File: src/rtl/fll_ctrl.sv
// fll_ctrl: FLL controller, SAR search of the oscillator DAC code then +/-1 LSB tracking with lock and saturation flags
module fll_ctrl #(
  parameter int CODE_W     = 8,
  parameter int CNT_W      = 16,
  parameter int SETTLE_CYC = 16,
  parameter int TOL        = 2,
  parameter int LOCK_CNT   = 4
) (
  input  logic              clk,
  input  logic              rst,
  input  logic              start,
  input  logic              stop,
  input  logic [CNT_W-1:0]  target,
  output logic              meas_req,
  input  logic              meas_ack,
  input  logic [CNT_W-1:0]  meas_count,
  output logic [CODE_W-1:0] code,
  output logic              busy,
  output logic              locked,
  output logic              sat
);
  localparam int IW = CODE_W > 1 ? $clog2(CODE_W) : 1;
  localparam int SW = SETTLE_CYC > 0 ? $clog2(SETTLE_CYC + 1) : 1;
  localparam int LW = $clog2(LOCK_CNT + 1);
  localparam logic [CNT_W+1:0] TOL_X = (CNT_W + 2)'(TOL);
  typedef enum logic [1:0] {IDLE, SETTLE, MEAS} state_t;
  state_t state, state_nx;
  logic              track;
  logic [IW-1:0]     idx;
  logic [SW-1:0]     scnt;
  logic [LW-1:0]     icnt;
  logic [CNT_W-1:0]  tgt;
  logic [CODE_W-1:0] sar_code;
  logic              eval, below, above;
  assign eval  = state == MEAS && meas_ack && !stop;
  assign below = {2'b0, meas_count} + TOL_X < {2'b0, tgt};
  assign above = {2'b0, meas_count} > {2'b0, tgt} + TOL_X;
  // state register
  always_ff @(posedge clk)
    if (rst) state <= IDLE;
    else state <= state_nx;
  // next state: stop beats a same-cycle ack, start only counts in IDLE
  always_comb
    state_nx = state == IDLE ? (start ? SETTLE : IDLE) :
               stop ? IDLE :
               state == SETTLE ? (scnt == '0 ? MEAS : SETTLE) :
               (meas_ack ? SETTLE : MEAS);
  // outputs decoded from state
  always_comb begin
    busy     = state != IDLE;
    meas_req = state == MEAS;
  end
  // SAR trial: drop the current bit if too fast, then try the next lower bit
  always_comb begin
    sar_code = code;
    if (meas_count > tgt) sar_code[idx] = 1'b0;
    if (idx != '0) sar_code[idx - 1'b1] = 1'b1;
  end
  // datapath: settle timer, SAR/track code updates, lock and saturation flags
  always_ff @(posedge clk)
    if (rst) begin
      code   <= '0;
      track  <= 1'b0;
      idx    <= '0;
      scnt   <= '0;
      icnt   <= '0;
      tgt    <= '0;
      locked <= 1'b0;
      sat    <= 1'b0;
    end else begin
      scnt <= state != SETTLE ? SW'(SETTLE_CYC) : scnt - 1'b1;
      if (state == IDLE && start) begin
        tgt    <= target;
        code   <= CODE_W'(1) << (CODE_W - 1);
        idx    <= IW'(CODE_W - 1);
        track  <= 1'b0;
        sat    <= 1'b0;
        locked <= 1'b0;
        icnt   <= '0;
      end else if (state != IDLE && stop) begin
        locked <= 1'b0;
      end else if (eval && !track) begin
        code <= sar_code;
        if (idx == '0) track <= 1'b1;
        else idx <= idx - 1'b1;
      end else if (eval && !below && !above) begin
        icnt <= icnt == LW'(LOCK_CNT) ? icnt : icnt + 1'b1;
        if (int'(icnt) + 1 >= LOCK_CNT) locked <= 1'b1;
      end else if (eval) begin
        icnt   <= '0;
        locked <= 1'b0;
        if ((below && &code) || (above && code == '0)) sat <= 1'b1;
        else code <= below ? code + 1'b1 : code - 1'b1;
      end
    end
endmodule

File: config.mk
export PLATFORM = sky130hd
export DESIGN_NAME = fll_ctrl
export DESIGN_NICKNAME = d
export VERILOG_FILES = /design/src/rtl/fll_ctrl.sv
export SDC_FILE = /design/constraint.sdc
export NUM_CORES = 1
export LEC_CHECK = 0
export ABC_CLOCK_PERIOD_IN_PS = 7000
export CORE_ASPECT_RATIO = 1.4
export CORE_MARGIN = 5
export CORE_UTILIZATION = 61
export CTS_CLUSTER_SIZE = 24
export DETAILED_ROUTE_END_ITERATION = 16
export HOLD_SLACK_MARGIN = 0.15
export PLACE_DENSITY = 0.87
export REMOVE_ABC_BUFFERS = 1
export SETUP_SLACK_MARGIN = 0.4
export SYNTH_ARGS = -nofsm -noshare
export SYNTH_HDL_FRONTEND = slang
export SYNTH_SLANG_ARGS = --single-unit
File: constraint.sdc
create_clock -name clk -period 7 [get_ports clk]
set_input_delay 1.4 -clock clk [delete_from_list [all_inputs] [get_ports clk]]
set_output_delay 1.4 -clock clk [all_outputs]
set_load 0.03 [all_outputs]
* Yosys cells after proc, flatten, opt, wreduce, memory -nomap -nowiden *
Index checks and enable logic that the tools add are counted.
Widths: inputs -> output; s select.

operators by class
  eq/ne operators = 12
  muxes and demuxes = 30
  add/sub/neg operators = 8
  bitwise logic cells = 6
  shifts and indexed selects = 0
  reductions and logical operators = 37
  $mul = 0
  divide/modulo/power cells = 0
  order comparisons = 8

operators by type and width
  cell                   count
  $mux 8                 9
  $add 16x2->17 const B  2
  $mux 3                 7
  $gt 16x17->1           1
  $lt 17x16->1           1
  $gt 16x16->1           1
  $reduce_and 4->1       3
  $logic_and 1x1->1      11
  $mux 2                 5
  $ne 2x2->1 const B     5
  $reduce_and 3->1       3
  $add 8x1->8 const B    1
  $and 8x8->8            1
  $logic_not 8->1        1
  $lt 3x4->1 const B     2
  $not 8->8              1
  $or 8x8->8             1
  $reduce_and 8->1       1
  $reduce_bool 2->1      4
  $sub 8x1->8 const B    1
  $demux 1 s3            2
  $ge 3x1->1 const B     2
  $mux 1                 6
  $ne 3x3->1 const B     2
  other kinds (20)       28

word-level totals
  flip-flop bits (word level) = 40
  logic and storage cells = 112
  memory bits (read-only) = 0
  memory bits (writable) = 0
  bits in latches = 0
  memories = 0

* Logic depth before layout (Yosys ltp) *
  depth after elaboration = 12
  depth in mapped cells = 20
  depth with buffers taken out = 20

* Worst setup path before layout *
OpenSTA, ideal clock, no wires.

  kind = input to register
  start point = input meas_count[1]
  end point = register code[6]
  slack = 2.252 ns
  arrival = 4.630 ns
  required time = 6.883 ns
  stages = 19
  setup time = 0.117 ns
  cell sequence = nand3_1 or2_2 nor2_1 nand4_1 xnor2_1 ha_1 nand4_1 and3_1 nor3b_1 o21a_4 inv_4 fa_1 a21o_1 a21oi_1 o21bai_1 a21oi_1 xor2_1 o32ai_1 a32o_1

on the way
  word-level cells in the longest chain between the ends = 7

ends and longest elaborated chain
  element                                      RTL line  text
  start: declaration                           16        input logic [CNT_W-1:0] meas_count,
  $add 16x2->17                                36        assign below = {2'b0, meas_count} + TOL_X < {2'b0, tgt};
  $lt 17x16->1                                 36
  $mux 8 or $logic_not 1->1 (tied branches)    93, 86
  $mux 8 or $logic_and 1x1->1 (tied branches)  92, 86
  $mux 8 or $logic_and 1x1->1 (tied branches)  89, 86
  $mux 8 or $ne 2x2->1 (tied branches)         -
  $mux 8 or $reduce_and 4->1 (tied branches)   -
  end signal: assignment                       74        code <= CODE_W'(1) << (CODE_W - 1);
  end signal: assignment                       83        code <= sar_code;
  end signal: assignment                       93        else code <= below ? code + 1'b1 : code - 1'b1;
  end: declaration                             17        output logic [CODE_W-1:0] code,

Several ways; a longest one is shown, not always the timed one. The select of a mux whose other input is x is not followed.
A chain may end at the register's enable or synchronous reset.

* Worst setup path in the final report *
  start point = input meas_count[5]
  end point = register code[7]

on the way
  word-level cells in the longest chain between the ends = 9

ends and longest elaborated chain
  element        RTL line  text
  $add 16x2->17  36
  $lt 17x16->1   36
  $mux 8         93
  $mux 8         92        if ((below && &code) || (above && code == '0)) sat <= 1'b1;
  $mux 8         89        end else if (eval) begin
  $mux 8         86        end else if (eval && !below && !above) begin
  $mux 8         82        end else if (eval && !track) begin
  $mux 8         80        end else if (state != IDLE && stop) begin
  $mux 8         72        if (state == IDLE && start) begin

Several ways; a longest one is shown, not always the timed one. The select of a mux whose other input is x is not followed.

==> impl_results.md <==
* Total track usage at 27.2%
* RSZ-0062 raised after global routing: false
* Post-synth EDFFs at 0
* Reg-to-reg slack, setup at 3.13 ns
* Fin cells at 608
* CP Class: in2reg
* Synth Instances at 489
* Post-cts sizing count at 0
* Hold_buf cts at 0
* Library cells used by synthesis at 65
* WP data required at 7.23 ns
* Placed Instances at 600
* Ant. Diodes at 0
* Hold path cells at 2
* Startpoint types: input pin
* Final hold slack at 0.447 ns
* Total power draw at 675 uW
* Worst relative slew slack at 44.5%
* Max clock buf depth at 2
* Fin Setup TNS at 0 ns
* Tcrit/Tclk final at 79.2%
* Num rows at 34
* Grt ovf at 0
* Pre-CTS setup slack at 1.16 ns
* Final-report max-slew violation count at 0
* Min-delay src: sat
* Status: complete, no violations
* Share of layout cells above drive strength 1 at 4.85%
* WP data arrival at 5.77 ns
* FF-to-FF path depth at 13
* Hold Path Sink: sat
* H-tree depth at 2
* Max Clock Skew at 0.00657 ns
* CTS Buf Count at 5
* Final Util at 72.4%
* Crit-path max FO at 11
* Part of the Yosys area used for sequential elements at 21.0%
* Worst Setup End Kind: register
* Reg-to-Reg End: code[5]
* Routed len/inst at 17.4 microns
* Area post-placement at 4340 sq um
* Reg clk slew, reported paths at 0.08 ns
* Root buffer cell: clkbuf_8
* Synthesized area at 3810 sq um
* Drt total wl at 10600 microns
* TritonRoute pass-1 iters at 5
* Initial cell density of the core at 61.7%
* Min Tclk post-route at 5.54 ns
* Largest net degree at the start of global routing at 24
* IO Count at 49
* Initial antenna violation count at 0
* Postcts setup bufs at 0
* CTS tree: done
* Post-DP HPWL at 8630 microns
* Die ar. at 7940 sq um
* Vias in the first global route at 3852
* Synth Register Bits at 40
* CTS Sinks at 40
* Area delta synth->final at 17.3%
* Final net count at 632
* R2R Path Start: tgt[1]
* Worst skew pair latency at 0.30 ns
* Total number of yosys warnings at 0
* DR iter-0 viols at 174
* Worst-Margin Slew at 0.830 ns
* Fmax at 180 MHz
* Via-per-instance ratio at 6.36
* DRT antenna net count at 0
* Input/output buffers at 48
* Remaining DRCs at 0
* Core Area at 6170 sq um
* Hold Vio Cnt, Final at 0
* Via count at 3867
* Die height at 103 microns
* VDD IR-drop max at 0.143 mV
* Leakage at 1.71 nW
* Mean Syn Cell Area at 7.78 sq um
* Fraction of registers with async set/reset at 0%
* Final Cell Area at 4460 sq um
* Max-Cap Viols at 0
* Routability congestion estimate at 0.914
* Pwr Density at 151 nW/um^2
* Final WS setup at 1.46 ns
* Endpoints failing setup at 0
* Path type of the worst min-delay path: reg2reg
* Main synth FF type: dfxtp_1
* Crit path from: meas_count[5]
* Die Width at 76.8 microns
* First-pass GRT wire length at 17500 microns
-- area by class of cell --
type / instances / area, sq um
Fill cell: 495 / 1710
Multi-Input combinational cell: 402 / 2830
Clock inverter: 2 / 38.8
Sequential cell: 40 / 801
Inverter: 38 / 145
Clock buffer: 6 / 82.6
Tap cell: 72 / 90.1
Timing Repair Buffer: 48 / 480
-- layer usage --
layer	wire length [microns]	vias to the layer above	part of all wire, %	track usage (%)
met5	0	-	0	0
met2	5580	156	53	52.8
met3	519	53	4.9	4.85
li1	-	1869	-	-
met4	599	0	5.7	17.1
met1	3880	1789	37	26.4
-- logic make-up after synthesis --
family,count (synthesis),share of synthesized area [%]
xor+xnor,35,8.42
simple gates,189,24.6
flops,40,21.0
mux,2,0.526
fa+ha+maj,60,19.9
compound gates,116,20.8
buf+inv,47,4.73
-- synthesized netlist by cell type, types with 2 or more instances --
master	n	area share, %
ha_1	59	19
and2_1	3	0.49
o311ai_0	2	0.46
dfxtp_1	40	21
nand2b_1	4	0.66
nor3_1	12	1.6
xnor2_1	26	6.0
a211o_1	3	0.69
nand4_1	18	3.0
a221oi_1	2	0.46
inv_1	37	3.6
o31ai_1	4	0.79
nor2b_1	5	0.82
clkbuf_1	8	0.79
nand2_1	66	6.5
nand3b_1	2	0.39
nor4_1	6	0.99
a21oi_1	48	6.3
mux2i_1	2	0.53
o21ai_0	14	1.8
a32o_1	2	0.53
a211oi_1	6	1.2
and3_1	2	0.33
a31oi_1	6	0.99
xor2_1	8	1.8
nor4_2	2	0.66
nand3_1	16	2.1
or2_2	2	0.33
nand4b_1	2	0.46
a21oi_2	2	0.46
a21o_1	2	0.39
o211ai_1	3	0.59
nor2_1	41	4.0
o21bai_1	3	0.59
-- placed cells by master, fill, tap and decap left out, types with 3 or more instances in the layout --
cell type,netlist,layout
a211o_1,3,3
a211oi_1,6,6
a21oi_1,48,48
a31oi_1,6,6
and2_1,3,3
clkbuf_8,0,6
clkdlybuf4s50_1,0,48
dfxtp_1,40,40
ha_1,59,59
inv_1,37,37
nand2_1,66,66
nand2b_1,4,4
nand3_1,16,16
nand4_1,18,18
nor2_1,41,41
nor2b_1,5,5
nor3_1,12,12
nor4_1,6,6
o211ai_1,3,3
o21ai_0,14,14
o21bai_1,3,3
o31ai_1,4,4
xnor2_1,26,26
xor2_1,8,8
-- flip-flops by register name, indices dropped and copies added, names as in the netlist --
name	cells
tgt	16
code	8
scnt	5
icnt	3
idx	3
state	2
locked	1
sat	1
track	1
-- worst max-delay path, cell delays in order --
cell and delay (ns):
clkdlybuf4s50_1 0.61, nand3_1 0.17, or2_2 0.36, nor2_1 0.19, nand4_1 0.13, xnor2_1 0.16, ha_1 0.33, nand4_1 0.10
and3_1 0.17, nor3b_1 0.23, o21a_4 0.21, inv_4 0.08, ha_1 0.33, inv_1 0.06, o21ai_0 0.24, nand2_1 0.09
a21oi_1 0.18, xnor3_1 0.26, a221o_1 0.34, mux2i_1 0.12
-- worst max path at each step --
stage | to | cells past startpoint
finish | code[7] | 20
detailed placement | code[7] | 20
global placement | code[7] | 20
CTS | code[7] | 20
global route | code[7] | 20
floorplan | code[6] | 19
-- power breakdown --
part | switching, mW | internal [mW]
Clock | 0.0856 | 0.117
Combinational | 0.125 | 0.0963
Sequential | 0.0134 | 0.238
Total | 0.224 | 0.451
No activity file was read; power rests on OpenSTA's default activity.
==> RTL edit 1 (same settings) <==
Encoding of `state_t`: now one-hot (3 bits for 3 states).
--- a/src/rtl/fll_ctrl.sv
+++ b/src/rtl/fll_ctrl.sv
@@ -24,5 +24,5 @@
   localparam int LW = $clog2(LOCK_CNT + 1);
   localparam logic [CNT_W+1:0] TOL_X = (CNT_W + 2)'(TOL);
-  typedef enum logic [1:0] {IDLE, SETTLE, MEAS} state_t;
+  typedef enum logic [2:0] {IDLE = 3'b001, SETTLE = 3'b010, MEAS = 3'b100} state_t;
   state_t state, state_nx;
   logic              track;
Behaviour: same outputs for any inputs over 10 cycles, from zero or initial values and one cycle with rst high; not proved beyond that.
==> RTL edit 1 against the original RTL <==
- sequential cell count up 1
- register-to-register slack got worse by 0.29 ns
- critical path depth unchanged
- total power increased by 4.7%
- fmax decreased by 4.5%
- combinational power grew 13%
- sequential power is 5% higher
- design area up 2.4%
- largest power group unchanged
- setup slack got worse by 0.26 ns
- non-clock buffer count grew 1
- routed wire length decreased by 1.9%
- area after synthesis is 3.2% higher
- synthesized cell count increased by 4.3%
- via count increased by 1.6%
==> RTL edit 1: results <==
[run_status]
status = "finished, final reports clean"

[global_routing]
grt_pass1_wl_um = 17300
first_global_vias = 3814
gr-usage-all-layers = 0.252
antenna_found_initial = 0
grt_max_degree = 29

[routing]
routed_wl_um = 10400
viasPerCell = 6.28
first_pass_iters = 4
drtIter0Drc = 233

[timing]
clock_skew_ns = 0.00488
worst_pin_slew_ns = 0.983

[final_layout]
final.fill_count = 525
drive_gt1_frac = 0.0380
reg_top3 = "tgt x16, code x8, scnt x5"
nets = 650

[power_and_ir_drop]
vdd_ir_drop_max_mv = 0.173
leakagePower_nw = 1.79

[placement]
placed_area_sq_um = 4450
routabilityCongestion = 0.965
place_hpwl_um = 8180

[synth]
synth_compound_area_frac = 0.206
synthArstFlopShare = 0
ys_seq_area_frac = 0.209
ys_warn_count = 0
muxShareOfSynthArea = 0.0131
synthTopCellsByCount = "nand2_1 (64), ha_1 (60), a21oi_1 (55)"
synthAdderAreaFrac = 0.196
synth_cell_type_count = 63
synth_xor_xnor_area_share = 0.0803
yosys-top-cells-area = "dfxtp_1 (21%), ha_1 (19%), a21oi_1 (7.0%)"

[critical_path]
startpoint = "meas_count[3]"
worstPathMaxFanout = 7
crit_arrival_ns = 6.02
crit_end = "code[5]"
reg2reg_to = "code[4]"
rr_worst_depth = 14
cpLargestDelayFamily = "compound AO/OA/AOI/OAI gates"
reg2reg_setup_slack_ns = 2.84
reg2reg_from = "tgt[1]"

[clock_tree]
cts_root_buf = "clkbuf_8"
cts_buffers = 5
post_cts_buffers = 0
post_cts_resized = 0
htree_levels = 2

[worst_hold_path]
whs_path_depth = 1
hold_class = "register to register"
RTL edit 1: layout make-up:
type                       instances  share of cell area
clock buffer                       5              0.0151
clock inverter                     3              0.0101
inverter                          34              0.0279
multi-input combinational        421               0.641
sequential                        41               0.180
tap                               72              0.0197
timing repair buffer              49               0.107
RTL edit 1: where the power goes:
| part | switching, W | leakage, nW | internal (W) | total (W) |
|---|---|---|---|---|
| Combinational | 0.000145 | 1.40 | 0.000104 | 0.000249 |
| Sequential | 0.0000173 | 0.335 | 0.000245 | 0.000263 |
| Clock | 0.0000879 | 0.0543 | 0.000107 | 0.000195 |
| Total | 0.000250 | 1.79 | 0.000457 | 0.000706 |
RTL edit 1: cell families (layout without fill, tap and decap cells):
kind of cell | Yosys count | after routing
buffers and inverters | 48 | 91
and+or+nand+nor | 195 | 195
muxes | 5 | 5
DFF | 41 | 41
AOI/OAI and AO/OA | 124 | 124
xor gates and xnor gates | 36 | 36
adders and majority gates | 61 | 61
RTL edit 1: metrics by stage:
stage	std cells	hold slack [ns]	setup WS, ns	util
3_3_place_gp	617	0.423	1.15	0.712
5_1_grt	625	0.485	0.828	0.730
4_1_cts	625	0.462	1.24	0.730
3_5_place_dp	617	0.445	0.925	0.712
2_1_floorplan	496	0.413	2.02	-
6_report	625	0.454	1.20	0.730
RTL edit 1: metal layers:
metal | wire, um | track usage
met3 | 428 | 0.0293
met1 | 4430 | 0.307
met4 | 288 | 0.0971
met2 | 5230 | 0.444
met5 | 0 | 0
RTL edit 1: worst min-delay path by stage:
| stage | from | endpoint |
|---|---|---|
| final | scnt[0] | scnt[0] |
| after floorplan | scnt[0] | scnt[0] |
| after CTS | scnt[0] | scnt[0] |
| after global routing | scnt[0] | scnt[0] |
| after global placement | scnt[0] | scnt[0] |
| after detailed placement | scnt[0] | scnt[0] |
==> RTL edit 2 (same settings) <==
Without the edit above. The parameter `CNT_W` goes from 16 to 14.
--- a/src/rtl/fll_ctrl.sv
+++ b/src/rtl/fll_ctrl.sv
@@ -2,5 +2,5 @@
 module fll_ctrl #(
   parameter int CODE_W     = 8,
-  parameter int CNT_W      = 16,
+  parameter int CNT_W      = 14,
   parameter int SETTLE_CYC = 16,
   parameter int TOL        = 2,
Ports: changed (resized meas_count and target); port bits go from 49 to 45. The function was not compared with the original's and may differ.
==> RTL edit 2 against the original RTL <==
- non-clock buffer count decreased by 3
- sequential share of layout area increased by 0.63 points
- setup slack improved by 0.036 ns
- design area decreased by 8.2%
- sequential cell count decreased by 2
- total power decreased by 8.1%
- area after synthesis decreased by 7.7%
- critical path depth decreased by 1
- routed wire length decreased by 17%
- highest routed layer unchanged
==> RTL edit 2: results <==
[placement]
placed_area_sq_um = 3980
dpl.cell_count = 540
routabilityCongestion = 0.983
dp_slack_ns = 1.28
place_hpwl_um = 7020

[critical_path]
worstPathMaxFanout = 9
crit_arrival_ns = 5.68
startpoint = "meas_count[1]"

[global_routing]
grt_max_degree = 26
grt_pass1_wl_um = 14900
gr-usage-all-layers = 0.254

[synth]
synthTopCellsByCount = "ha_1 (53), nand2_1 (52), a21oi_1 (43)"
synth_cell_type_count = 60
yosys-top-cells-area = "dfxtp_1 (22%), ha_1 (19%), a21oi_1 (6.1%)"
synthAdderAreaFrac = 0.195
muxShareOfSynthArea = 0.0178
synth_xor_xnor_area_share = 0.0812
synth.avg_cell_area_sq_um = 7.98

[power_and_ir_drop]
p_comb_w = 0.000193
vdd_ir_drop_max_mv = 0.139
p_sw_frac = 0.312
fin_total_pwr_w = 0.000620

[timing]
slew_headroom = 0.533
fmaxAchievable_ghz = 0.182
clock_skew_ns = 0.00628
whs_ns = 0.448

[run_status]
status = "finished, final reports clean"

[routing]
wl_met2_um = 4630
via_count = 3338

[worst_hold_path]
hp-start = "scnt[0]"
whs_endpoint = "scnt[0]"
whs_path_depth = 1

[final_layout]
nets = 566
-- RTL edit 2: changes by cell type in the layout (fill, tap and decap cells not counted), sizes merged, moves of 4 or more --
cell	change
nor2	-8
ha	-6
a21oi	-6
nand2	-13
and3	+5
clkdlybuf4s50	-4
a21o	+8
inv	-12
a31oi	-6
nand4	-4
-- RTL edit 2: worst max-delay path: cells and delay by family --
kind | cells | cell delay [ns]
simple gates | 5 | 1.06
fa+ha+maj | 3 | 0.89
buf+inv | 1 | 0.65
mux | 1 | 0.10
compound gates | 7 | 1.20
xor+xnor | 2 | 0.38
-- RTL edit 2: layer usage --
metal  vias to the layer above  GRT usage
met4                         0      0.109
li1                       1658          -
met5                         -          0
met2                       110      0.455
met1                      1552      0.302
met3                        18     0.0230
-- RTL edit 2: area by class of cell --
cell class / count / area, sq um
timing repair buffer: 45 / 448
clock buffer: 6 / 82.6
clock inverter: 1 / 30.0
tap: 68 / 85.1
inverter: 26 / 97.6
multi-input combinational: 363 / 2590
sequential: 38 / 761
fill: 468 / 1470
